File: config.mk
export PLATFORM = sky130hd
export DESIGN_NAME = mem_arbiter
export DESIGN_NICKNAME = d
export VERILOG_FILES = /design/src/rtl/mem_arbiter.sv
export SDC_FILE = /design/constraint.sdc
export NUM_CORES = 1
export LEC_CHECK = 0
export ABC_AREA = 1
export CORE_AREA = 2 2 86 88
export CTS_CLUSTER_SIZE = 30
export DETAILED_ROUTE_END_ITERATION = 12
export DIE_AREA = 0 0 88 90
export GPL_TIMING_DRIVEN = 0
export MAX_ROUTING_LAYER = met4
export PLACE_DENSITY = 0.75
export SETUP_SLACK_MARGIN = 0.3
export SLEW_MARGIN = 20
export SYNTH_ARGS = -nofsm -noshare
export SYNTH_HDL_FRONTEND = slang
export SYNTH_SLANG_ARGS = --single-unit
File: constraint.sdc
create_clock -name clk -period 4.2 [get_ports clk]
set_input_delay 0.63 -clock clk [delete_from_list [all_inputs] [get_ports clk]]
set_output_delay 0.63 -clock clk [all_outputs]
set_load 0.02 [all_outputs]
File: src/rtl/mem_arbiter.sv
// Two-master arbiter for the single-ported data memory: registered round-robin grant
// with a burst cap. Define ARB_FIXED_PRIO_EN to favour master 0 (CPU) on ties and never preempt it.
module mem_arbiter #(
    parameter int ADDR_W    = 7,
    parameter int DATA_W    = 32,
    parameter int MAX_BURST = 4
) (
    input  logic              clk,
    input  logic              arst_n,
    input  logic              m0_req,
    input  logic              m0_we,
    input  logic [ADDR_W-1:0] m0_addr,
    input  logic [DATA_W-1:0] m0_wdata,
    output logic              m0_gnt,
    output logic [DATA_W-1:0] m0_rdata,
    input  logic              m1_req,
    input  logic              m1_we,
    input  logic [ADDR_W-1:0] m1_addr,
    input  logic [DATA_W-1:0] m1_wdata,
    output logic              m1_gnt,
    output logic [DATA_W-1:0] m1_rdata,
    output logic [ADDR_W-1:0] mem_addr,
    output logic [DATA_W-1:0] mem_wdata,
    output logic              mem_we,
    input  logic [DATA_W-1:0] mem_rdata,
    output logic              cpu_stall
);

    localparam int CNT_W = (MAX_BURST > 1) ? $clog2(MAX_BURST) : 1;

`ifdef ARB_FIXED_PRIO_EN
    localparam bit FIXED_PRIO = 1'b1;
`else
    localparam bit FIXED_PRIO = 1'b0;
`endif

    typedef enum logic [1:0] {IDLE, OWN0, OWN1} state_t;

    state_t             state, state_n;
    logic               last, last_n;
    logic [CNT_W-1:0]   burst_cnt, burst_cnt_n;
    logic               cap;

    assign cap = (burst_cnt == CNT_W'(MAX_BURST - 1));

    always_ff @(posedge clk or negedge arst_n) begin
        if (!arst_n) begin
            state     <= IDLE;
            last      <= 1'b1;
            burst_cnt <= '0;
        end else begin
            state     <= state_n;
            last      <= last_n;
            burst_cnt <= burst_cnt_n;
        end
    end

    always_comb begin
        state_n     = state;
        last_n      = last;
        burst_cnt_n = burst_cnt;
        unique case (state)
            IDLE: begin
                if (m0_req && m1_req)
                    state_n = (FIXED_PRIO || last) ? OWN0 : OWN1;
                else if (m0_req)
                    state_n = OWN0;
                else if (m1_req)
                    state_n = OWN1;
            end
            OWN0: begin
                if (!m0_req)
                    state_n = m1_req ? OWN1 : IDLE;
                else if (m1_req && cap && !FIXED_PRIO)
                    state_n = OWN1;
            end
            OWN1: begin
                if (!m1_req)
                    state_n = m0_req ? OWN0 : IDLE;
                else if (m0_req && cap)
                    state_n = OWN0;
            end
            default: state_n = IDLE;
        endcase

        // Burst counter restarts on every ownership change and saturates while held.
        if (state_n != state) begin
            burst_cnt_n = '0;
            if (state_n == OWN0)
                last_n = 1'b0;
            else if (state_n == OWN1)
                last_n = 1'b1;
        end else if (state != IDLE && !cap) begin
            burst_cnt_n = burst_cnt + 1'b1;
        end
    end

    assign m0_gnt    = (state == OWN0) && m0_req;
    assign m1_gnt    = (state == OWN1) && m1_req;
    assign cpu_stall = m0_req && !m0_gnt;
    assign m0_rdata  = mem_rdata;
    assign m1_rdata  = mem_rdata;

    always_comb begin
        mem_addr  = '0;
        mem_wdata = '0;
        mem_we    = 1'b0;
        unique case (state)
            OWN0: begin
                mem_addr  = m0_addr;
                mem_wdata = m0_wdata;
                mem_we    = m0_we && m0_gnt;
            end
            OWN1: begin
                mem_addr  = m1_addr;
                mem_wdata = m1_wdata;
                mem_we    = m1_we && m1_gnt;
            end
            default: ;
        endcase
    end

endmodule

==> results.env, run 1 <==
PLACED_CELLS_INCL_TAPS=552
STDCELL_AREA_UM2=3550
WORST-ENDPOINT-REQUIRED_NS=3.57
FIN_CELLS=556
P_INT_mW=0.691
TIMING.FINAL.CRIT_SHARE=0.756
MET2_WIRELENGTH_UM=4000
TRITONCTS='done'
PLACE_CONGESTION=0.836
ROUTED.TOP_LAYER='met4'
DIE_W_UM=88
MET3_LENGTH_UM=456
FINAL.SETUP_SKEW_NS=0.00440
CRIT_PATH_END='mem_wdata[29]'
SLEW_VIOL_FINAL=0
FIN_TNS_SETUP_NS=0
GRTUSAGETOTAL=0.175
STANDBY_LEAKAGE_POWER_nW=1.48
N_ANTENNA_CELL=0
CTSLONGESTPATHBUFFERS=2
RSZ0062_AT_GRT='no'
CTS.SINKS=5
CLOCK_TREE.ROOT_CELL='sky130_fd_sc_hd__clkbuf_8'
CATEGORY_OF_THE_CRITICAL_SETUP_TIMING_PATH='register to primary output'
MAX_SLEW_MARGIN=0.667
POST-ROUTE-UTIL=0.506
DRT_WL_TOTAL_UM=7320
IO-PIN-COUNT=223
CP-STARTPOINT='state[1]'
DIE_OUTLINE_AREA_UM2=7920
REG2REG_DEPTH=14
REMAINING_DRC_ERRORS=0
DRIVE_GT1_FRAC=0.171
P_COMB_FRAC=0.875
DESIGN_POWER_TOTAL_mW=1.47
SYN_AREA_UM2=1480
GRT_ANTENNA_BEFORE_REPAIR=0
HPWL_UM=6270
WORST-PATH-MAX-FANOUT=10
COREAREA_UM2=7020
GRT_PASS1_WL_UM=11000
MOST_FREQUENT_STANDARD_CELL_IN_THE_LAYOUT_EXCLUDING_FILL_AND_TAP_CELLS='sky130_fd_sc_hd__clkdlybuf4s50_1'
CRITPATHLAUNCHTYPE='register'
YOSYS.AREA.TOP_TYPE_SHARE=0.324
SEQUENTIALPOWERSHARE=0.063
MET1WIRELENGTH_UM=2830
ROUTE.DETAILED.VIAS_PER_INST=4.08
GRT_MAX_DEGREE=11
CTS_REPAIR_RESIZE_COUNT=0
DIE_H_UM=90
DRT-WIRELENGTH-PER-CELL_UM=13.2
HOLD_BUFFER_COUNT_AT_CTS=0
DRTPASS1ITERATIONS=4
DESIGN.FINAL.NETS=580
INITIAL_UTILIZATION=0.211
STATUS='finished, final reports clean'
MOSTFREQUENTLAYOUTCELLS='190 x sky130_fd_sc_hd__clkdlybuf4s50_1, 98 x sky130_fd_sc_hd__nand2_1, 64 x sky130_fd_sc_hd__buf_4, 41 x sky130_fd_sc_hd__a21oi_1, 11 x sky130_fd_sc_hd__clkbuf_1'
NUMCTSBUFFERS=3
YOSYS-TOP-CELLS-AREA='sky130_fd_sc_hd__buf_4 32%, sky130_fd_sc_hd__nand2_1 25%, sky130_fd_sc_hd__a21oi_1 14%'
CLKTRANSATPATHREGS_NS=0.04
ROUTE.ANTENNA.REMAINING_NETS=0
CLOCK_LATENCY_NS=0.23
WORSTMARGINPINSLEW_NS=0.500
SYN_NETS=385
GRT_PASS1_VIAS=2153
AREA_GROWTH_SYN_TO_LAYOUT_PCT=140
R2R-END='last'
DETAIL_ROUTE.ITER0.VIOLATIONS=66
SYNTH.LARGEST_AREA_CELL='sky130_fd_sc_hd__buf_4'
HOLD_FAILS_FINAL_RPT=0
POSTSYNTHREGISTERBITS=5
SYN_INST=263
POWER.CLOCK.FRACTION=0.061
PWR_PER_CELL_AREA_nW_PER_UM2=415
MAXIMUM_LEVEL_OF_THE_CTS_H_TREE=1
R2R-START='state[1]'
CORE.ROWCOUNT=31
SYNTH_WARNINGS=0
POSTCTSSETUPBUFFERS=0
PLACED_AREA_UM2=3510
HOLD_PATH.CLASS='register to register'
FMAXACHIEVABLE_GHz=0.315
CP_DATA_ARRIVAL_TIME_NS=2.55
AVGSYNTHCELLAREA_UM2=5.64
REPORT.FINAL.SETUP_VIOL=0
GRT_REMAINING_OVERFLOW=0
WORST-R2R-SETUP-SLACK_NS=2.26
POWER.SWITCHING_mW=0.784
ROUTED-VIA-COUNT=2266
FINALWORSTPATHREQUIREDPERIOD_NS=3.18
IO_BUFFERS=190
NETSWITCHINGFRACTION=0.531
SYNTH.DISTINCT_CELLS=17
YS_SEQ_AREA_FRAC=0.0852
VDD.IR_DROP.WORST_mV=0.284
SETUP.WORST_PATH.END_CLASS='primary output'
TIMING.MAX_CAP.VIOLATIONS=0
## layer usage
metal	up-vias	track usage
met3	5	0.0230
li1	1146	-
met5	-	-
met1	1024	0.198
met2	91	0.329
met4	0	0.0244
## synth_stat cells
master                      n
sky130_fd_sc_hd__clkinv_1   1
sky130_fd_sc_hd__inv_1     10
sky130_fd_sc_hd__ha_1       6
sky130_fd_sc_hd__nor2_1     5
sky130_fd_sc_hd__o21ai_0    2
sky130_fd_sc_hd__dfrtp_1    4
sky130_fd_sc_hd__nand2_1   98
sky130_fd_sc_hd__nand2_2    3
sky130_fd_sc_hd__nand3_2    2
sky130_fd_sc_hd__clkbuf_1  10
sky130_fd_sc_hd__dfstp_2    1
sky130_fd_sc_hd__a21oi_1   41
sky130_fd_sc_hd__nand3_1   10
sky130_fd_sc_hd__buf_2      3
sky130_fd_sc_hd__buf_4     64
sky130_fd_sc_hd__inv_2      2
sky130_fd_sc_hd__xnor2_1    1
## registers in the layout, indices dropped and copies added (netlist names)
signal and flops:
last 1, state 2, burst_cnt 2
## area by class of cell
type	count	area, µm²
Buffer	77	533
Clock buffer	4	45.0
Fill cell	720	3470
Inverter	13	48.8
Multi-Input combinational cell	168	774
Sequential cell	5	126
Tap cell	99	124
Timing Repair Buffer	190	1900
## power by group through the flow
stage | combinational [mW] | clock [mW] | sequential (mW)
2_1_floorplan | 0.733 | 0 | 0.0870
3_3_place_gp | 1.28 | 0 | 0.0911
3_5_place_dp | 1.29 | 0 | 0.0936
4_1_cts | 1.31 | 0.0939 | 0.0931
5_1_grt | 1.41 | 0.0969 | 0.0978
6_report | 1.29 | 0.0905 | 0.0934
## metrics by stage
step           hold WS (ns)  worst slack (ns)
2_1_floorplan         0.334              2.05
3_3_place_gp          0.454              1.27
3_5_place_dp          0.472              1.27
4_1_cts               0.476              1.00
5_1_grt               0.515             0.866
6_report              0.472              1.02
## logic make-up (layout without fill, tap and decap cells)
logic type	count (synthesis)	after routing	synth area share
AOI/OAI and AO/OA	43	43	0.145
xor gates and xnor gates	1	1	0.00591
adders and majority gates	6	6	0.0506
buffers and inverters	90	284	0.392
DFF	5	5	0.0852
and+or+nand+nor	118	118	0.321
## worst min-delay path by stage
stage,from,cells after the start,end
floorplan,arst_n,0,burst_cnt[0]
global placement,last,2,last
detailed placement,last,2,last
CTS,last,2,last
global route,last,2,last
finish,last,2,last
## worst max-delay path: stages (launching register included)
cell and delay, ns:
sky130_fd_sc_hd__dfrtp_1 0.44, sky130_fd_sc_hd__inv_1 0.16, sky130_fd_sc_hd__ha_1 0.16, sky130_fd_sc_hd__buf_2 0.16, sky130_fd_sc_hd__clkbuf_1 0.38, sky130_fd_sc_hd__nand2_1 0.11, sky130_fd_sc_hd__a21oi_1 0.25, sky130_fd_sc_hd__clkdlybuf4s50_1 0.66
Note: power is estimated with default switching activity, not from simulation.
==> run 2, diff against run 1 <==
CORE_AREA = 2 2 87 89   (was 2 2 86 88)
DIE_AREA = 0 0 89 91   (was 0 0 88 90)
PLACE_DENSITY = 0.74   (was 0.75)
clock period = 3 ns   (was 4.2 ns; I/O delays follow)
==> run 2 against run 1 <==
  * Core utilization decreased by 0.30 points
  * Die area increased by 2.3%
  * Largest cell class unchanged
  * Clock-buffer cell count unchanged
  * Worst hold slack got worse by 0.023 ns
  * Highest routed layer unchanged
  * Power increased by 36%
==> results.env, run 2 (synthesized netlist as in run 1, its figures left out) <==
STATUS='finished, final reports clean'
FMAXACHIEVABLE_GHz=0.392
GRTUSAGETOTAL=0.167
CP_DATA_ARRIVAL_TIME_NS=2.10
DRIVE_GT1_FRAC=0.197
FINALWORSTPATHREQUIREDPERIOD_NS=2.55
MAXIMUM_LEVEL_OF_THE_CTS_H_TREE=1
N_ANTENNA_CELL=0
MOST_FREQUENT_STANDARD_CELL_IN_THE_LAYOUT_EXCLUDING_FILL_AND_TAP_CELLS='sky130_fd_sc_hd__clkdlybuf4s50_1'
SLEW_VIOL_FINAL=0
GRT_REMAINING_OVERFLOW=0
CLKTRANSATPATHREGS_NS=0.04
CATEGORY_OF_THE_CRITICAL_SETUP_TIMING_PATH='register to primary output'
RSZ0062_AT_GRT='no'
IO_BUFFERS=190
GRT_MAX_DEGREE=11
GRT_PASS1_WL_UM=10500
WORST-R2R-SETUP-SLACK_NS=1.08
CLOCK_LATENCY_NS=0.23
INITIAL_UTILIZATION=0.208
FINAL.SETUP_SKEW_NS=0.00478
WORST-ENDPOINT-REQUIRED_NS=2.55
BIGGESTREGSBYFLOPS='burst_cnt: 2 flops, state: 2 flops, last: 1 flops'
NUMCTSBUFFERS=3
VDD.IR_DROP.WORST_mV=0.351
PLACE_CONGESTION=0.829
ROUTE.ANTENNA.REMAINING_NETS=0
DIE_OUTLINE_AREA_UM2=8100
DETAIL_ROUTE.ITER0.VIOLATIONS=30
GRT_ANTENNA_BEFORE_REPAIR=0
FIN_TNS_SETUP_NS=0
CLOCK_TREE.ROOT_CELL='sky130_fd_sc_hd__clkbuf_8'
TIMING.MAX_CAP.VIOLATIONS=0
TRITONCTS='done'
TIMING.HOLD.WS_NS=0.449
REPORT.FINAL.SETUP_VIOL=0
CTSLONGESTPATHBUFFERS=2
STANDBY_LEAKAGE_POWER_nW=1.93
CORE.ROWCOUNT=31
DRT_WL_TOTAL_UM=7320
HOLD_FAILS_FINAL_RPT=0
ROUTE.DETAILED.VIAS_PER_INST=4.02
DRT-WIRELENGTH-PER-CELL_UM=13.2
DIE_H_UM=91
TIMING.FINAL.CRIT_SHARE=0.850
CTS.SINKS=5
IO-PIN-COUNT=223
COREAREA_UM2=7140
WORSTMARGINPINSLEW_NS=0.286
HPWL_UM=6310
CRITPATHLAUNCHTYPE='register'
DIE_W_UM=89
REMAINING_DRC_ERRORS=0
AREA_GROWTH_SYN_TO_LAYOUT_PCT=142
DESIGN.FINAL.NETS=580
MAX_SLEW_MARGIN=0.809
GRT_PASS1_VIAS=2126
ROUTED-VIA-COUNT=2233
DRTPASS1ITERATIONS=4
HOLD_PATH.CLASS='primary input to asynchronous set/reset pin'
MOSTFREQUENTLAYOUTCELLS='150 x sky130_fd_sc_hd__clkdlybuf4s50_1, 98 x sky130_fd_sc_hd__nand2_1, 65 x sky130_fd_sc_hd__buf_4, 41 x sky130_fd_sc_hd__a21oi_1, 20 x sky130_fd_sc_hd__dlymetal6s2s_1'
SETUP.WORST_PATH.END_CLASS='primary output'
DESIGN_POWER_TOTAL_mW=2.00
WORST-PATH-MAX-FANOUT=10
PWR_PER_CELL_AREA_nW_PER_UM2=557
POST-ROUTE-UTIL=0.503
==> run 2: changes by cell type in the layout (fill, tap and decap cells not counted), sizes merged <==
cell / previous run / this run
clkdlybuf4s50: 190 / 150
dlymetal6s2s: 0 / 20
dlygate4sd2: 0 / 16
buf: 67 / 72
clkbuf: 14 / 11
clkdlybuf4s15: 0 / 2
==> run 2: stage by stage <==
step,setup WS (ns),instance area (µm²),std cells
after global placement,0.238,3510,552
after floorplan,1.03,1480,263
after CTS,0.234,3550,556
after global routing,0.301,3590,556
final,0.450,3590,556
after detailed placement,0.234,3510,552
==> run 2: where the power goes <==
part / total (mW) / internal, mW / leakage, nW / switching [mW]
clock network: 0.127 / 0.0914 / 0.0228 / 0.0358
logic: 1.74 / 0.718 / 1.85 / 1.02
registers: 0.130 / 0.101 / 0.0631 / 0.0289
total: 2.00 / 0.910 / 1.93 / 1.09
==> run 2: final cells by class <==
cell class              instances  area [µm²]
clock buffers                   4        45.0
well taps                      99         124
multi-input cells             168         774
flip-flops and latches          5         126
fillers                       741        3550
plain buffers                  77         551
repair buffers                190        1920
inverters                      13        48.8
==> run 2: worst max-delay path, stage by stage (launching register included) <==
cell,delay [ns]
sky130_fd_sc_hd__dfrtp_1,0.44
sky130_fd_sc_hd__inv_1,0.15
sky130_fd_sc_hd__ha_1,0.27
sky130_fd_sc_hd__buf_4,0.22
sky130_fd_sc_hd__buf_2,0.23
sky130_fd_sc_hd__nand2_1,0.07
sky130_fd_sc_hd__a21oi_1,0.11
sky130_fd_sc_hd__dlygate4sd2_1,0.38
==> run 2: path summary, 6_finish.rpt <==
path | start | to | cells past startpoint
min in group clk | last | last | 2
hold / removal | arst_n | state[0] | 1
hold reg to reg | last | last | 2
setup / recovery | state[0] | mem_wdata[6] | 7
setup reg to reg | state[1] | last | 14
max in group asynchronous | arst_n | last | 1
==> run 2: routing by layer <==
metal,GRT usage,wire length (µm)
met3,0.0391,687
met4,0.0410,121
met5,-,0
met2,0.309,3840
met1,0.174,2670
==> run 2: timing repair <==
| action | CTS | global route |
|---|---|---|
| hold buffers | 0 | 0 |
| endpoints found under the setup margin | 41 | 26 |
| gates resized for setup | 33 | 30 |
| setup buffers | 0 | 0 |
| endpoints found under the hold margin | 0 | 0 |
==> run 3, diff against run 2 <==
clock period = 2.75 ns   (was 3 ns; I/O delays follow)
==> run 3 against run 2 <==
  * Core utilization is 0.82 points lower
  * First-iteration DRC count is 13% higher
  * Global-route usage hardly changed
  * Routed wire length is 0.23% higher
  * Critical path type unchanged
  * Largest cell class unchanged
==> results.env, run 3 (synthesized netlist as in run 1, its figures left out) <==
FINALWORSTPATHREQUIREDPERIOD_NS=2.34
GRTUSAGETOTAL=0.167
REG2REG_DEPTH=14
DESIGN.FINAL.NETS=580
PWR_PER_CELL_AREA_nW_PER_UM2=611
PLACED_AREA_UM2=3510
TIMING.CRITICAL_PATH.MAX_DELAY_FAMILY='buffers and inverters'
TIMING.FINAL.CRIT_SHARE=0.852
AREA.SEQUENTIAL_UM2=128
CRITPATHLAUNCHTYPE='register'
GRT_PASS1_WL_UM=10500
WORST-R2R-SETUP-SLACK_NS=0.86
CORE.ROWCOUNT=31
IO_BUFFERS=190
FINAL.SETUP_SKEW_NS=0.00462
DETAIL_ROUTE.ITER0.VIOLATIONS=34
TIMING.MAX_CAP.VIOLATIONS=0
CLKTRANSATPATHREGS_NS=0.04
R2R-START='state[1]'
GRT_REMAINING_OVERFLOW=0
PLACE_CONGESTION=0.829
COREAREA_UM2=7140
STANDBY_LEAKAGE_POWER_nW=1.64
NUMCTSBUFFERS=3
SLOWEST_STAGE='sky130_fd_sc_hd__dfrtp_1'
ROUTED-VIA-COUNT=2241
STDCELL_AREA_UM2=3530
CATEGORY_OF_THE_CRITICAL_SETUP_TIMING_PATH='register to primary output'
CP_DATA_ARRIVAL_TIME_NS=1.93
CPPEAKSTAGEDELAY_NS=0.45
IO-PIN-COUNT=223
CLOCK_LATENCY_NS=0.23
DIE_W_UM=89
DRTPASS1ITERATIONS=4
HPWL_UM=6310
MULTI_INPUT_COMB_AREA_UM2=777
DRT_WL_TOTAL_UM=7330
CLOCK_TREE.ROOT_CELL='sky130_fd_sc_hd__clkbuf_8'
CRIT_PATH_END='mem_wdata[11]'
WORST-PATH-STAGES=7
BIGGESTREGSBYFLOPS='burst_cnt: 2 flops, state: 2 flops, last: 1 flops'
GRT_MAX_DEGREE=11
POST-ROUTE-UTIL=0.495
FIN_TNS_SETUP_NS=0
WORSTMARGINPINSLEW_NS=0.292
FINAL.FILL_COUNT=764
N_ANTENNA_CELL=0
MOSTFREQUENTLAYOUTCELLS='149 x sky130_fd_sc_hd__clkdlybuf4s50_1, 98 x sky130_fd_sc_hd__nand2_1, 65 x sky130_fd_sc_hd__buf_4, 41 x sky130_fd_sc_hd__a21oi_1, 27 x sky130_fd_sc_hd__dlygate4sd2_1'
RSZ0062_AT_GRT='no'
CTS.SINKS=5
GRT_ANTENNA_BEFORE_REPAIR=0
HOLD_PATH.CLASS='primary input to asynchronous set/reset pin'
HOLD_BUFFER_COUNT_AT_CTS=0
DIE_OUTLINE_AREA_UM2=8100
INITIAL_UTILIZATION=0.208
CP-STARTPOINT='state[1]'
ROUTE.ANTENNA.REMAINING_NETS=0
MAXIMUM_LEVEL_OF_THE_CTS_H_TREE=1
WORST-ENDPOINT-REQUIRED_NS=2.34
VDD.IR_DROP.WORST_mV=0.384
GRT_PASS1_VIAS=2114
TRITONCTS='done'
MAX_SLEW_MARGIN=0.805
CTSLONGESTPATHBUFFERS=2
MOST_FREQUENT_STANDARD_CELL_IN_THE_LAYOUT_EXCLUDING_FILL_AND_TAP_CELLS='sky130_fd_sc_hd__clkdlybuf4s50_1'
HOLD_FAILS_FINAL_RPT=0
ROUTE.DETAILED.VIAS_PER_INST=4.03
DIE_H_UM=91
SETUP.WORST_PATH.END_CLASS='primary output'
DRT-WIRELENGTH-PER-CELL_UM=13.2
WORST-PATH-MAX-FANOUT=10
SLEW_VIOL_FINAL=0
WORSTPATHBUFFERINVERTERCOUNT=4
TIMING.HOLD.WS_NS=0.411
REMAINING_DRC_ERRORS=0
DESIGN_POWER_TOTAL_mW=2.16
AREA_GROWTH_SYN_TO_LAYOUT_PCT=138
REPORT.FINAL.SETUP_VIOL=0
TIMING.CRITICAL_PATH.CELLS='inv_2 -> ha_1 -> buf_2 -> clkbuf_4 -> nand2_1 -> a21oi_1 -> dlygate4sd2_1'
STATUS='finished, final reports clean'
FMAXACHIEVABLE_GHz=0.427
DRIVE_GT1_FRAC=0.232
R2R-END='last'
-- run 3: changes by cell type in the layout (fill, tap and decap cells not counted), moves of 2 or more --
cell / delta
sky130_fd_sc_hd__buf_2: -3
sky130_fd_sc_hd__clkbuf_2: +4
sky130_fd_sc_hd__clkbuf_4: +2
sky130_fd_sc_hd__clkdlybuf4s15_1: -2
sky130_fd_sc_hd__clkdlybuf4s15_2: +9
sky130_fd_sc_hd__dlygate4sd2_1: +11
sky130_fd_sc_hd__dlymetal6s2s_1: -20
sky130_fd_sc_hd__inv_1: -2
sky130_fd_sc_hd__inv_2: +2
-- run 3: metrics by stage --
| stage | setup slack (ns) | std cells |
|---|---|---|
| 2_1_floorplan | 0.814 | 263 |
| 3_3_place_gp | 0.0254 | 552 |
| 3_5_place_dp | 0.0219 | 552 |
| 4_1_cts | 0.148 | 556 |
| 5_1_grt | 0.309 | 556 |
| 6_report | 0.406 | 556 |
-- run 3: worst min-delay path by stage --
stage / endpoint / startpoint / slack, ns
2_1_floorplan: burst_cnt[0] / arst_n / 0.12
3_3_place_gp: last / last / 0.46
3_5_place_dp: last / last / 0.46
5_1_grt: state[1] / arst_n / 0.43
6_report: state[1] / arst_n / 0.41
4_1_cts: state[0] / arst_n / 0.42
-- run 3: what timing repair did --
item                                   4_1_cts  5_1_grt
resized for setup                           73       19
setup endpoints to repair                   41       38
pin swaps                                    0        0
endpoints found under the hold margin        0        0
setup buffers                                0        0
-- run 3: area by class of cell --
type	count	share of cell area
clock buffers	4	0.0128
repair buffers	190	0.525
well taps	99	0.0351
inverters	13	0.0138
plain buffers	77	0.157
multi-input cells	168	0.220
flip-flops and latches	5	0.0361
-- run 3: routing by layer --
metal	vias up	wire, µm	global-route usage
li1	1145	-	-
met1	990	2660	0.173
met2	96	3870	0.312
met3	10	680	0.0382
met4	0	121	0.0373
met5	-	0	-
-- run 3: power breakdown --
part,switching [mW],internal (mW)
combinational,1.12,0.750
sequential,0.0338,0.112
clock,0.0389,0.0997
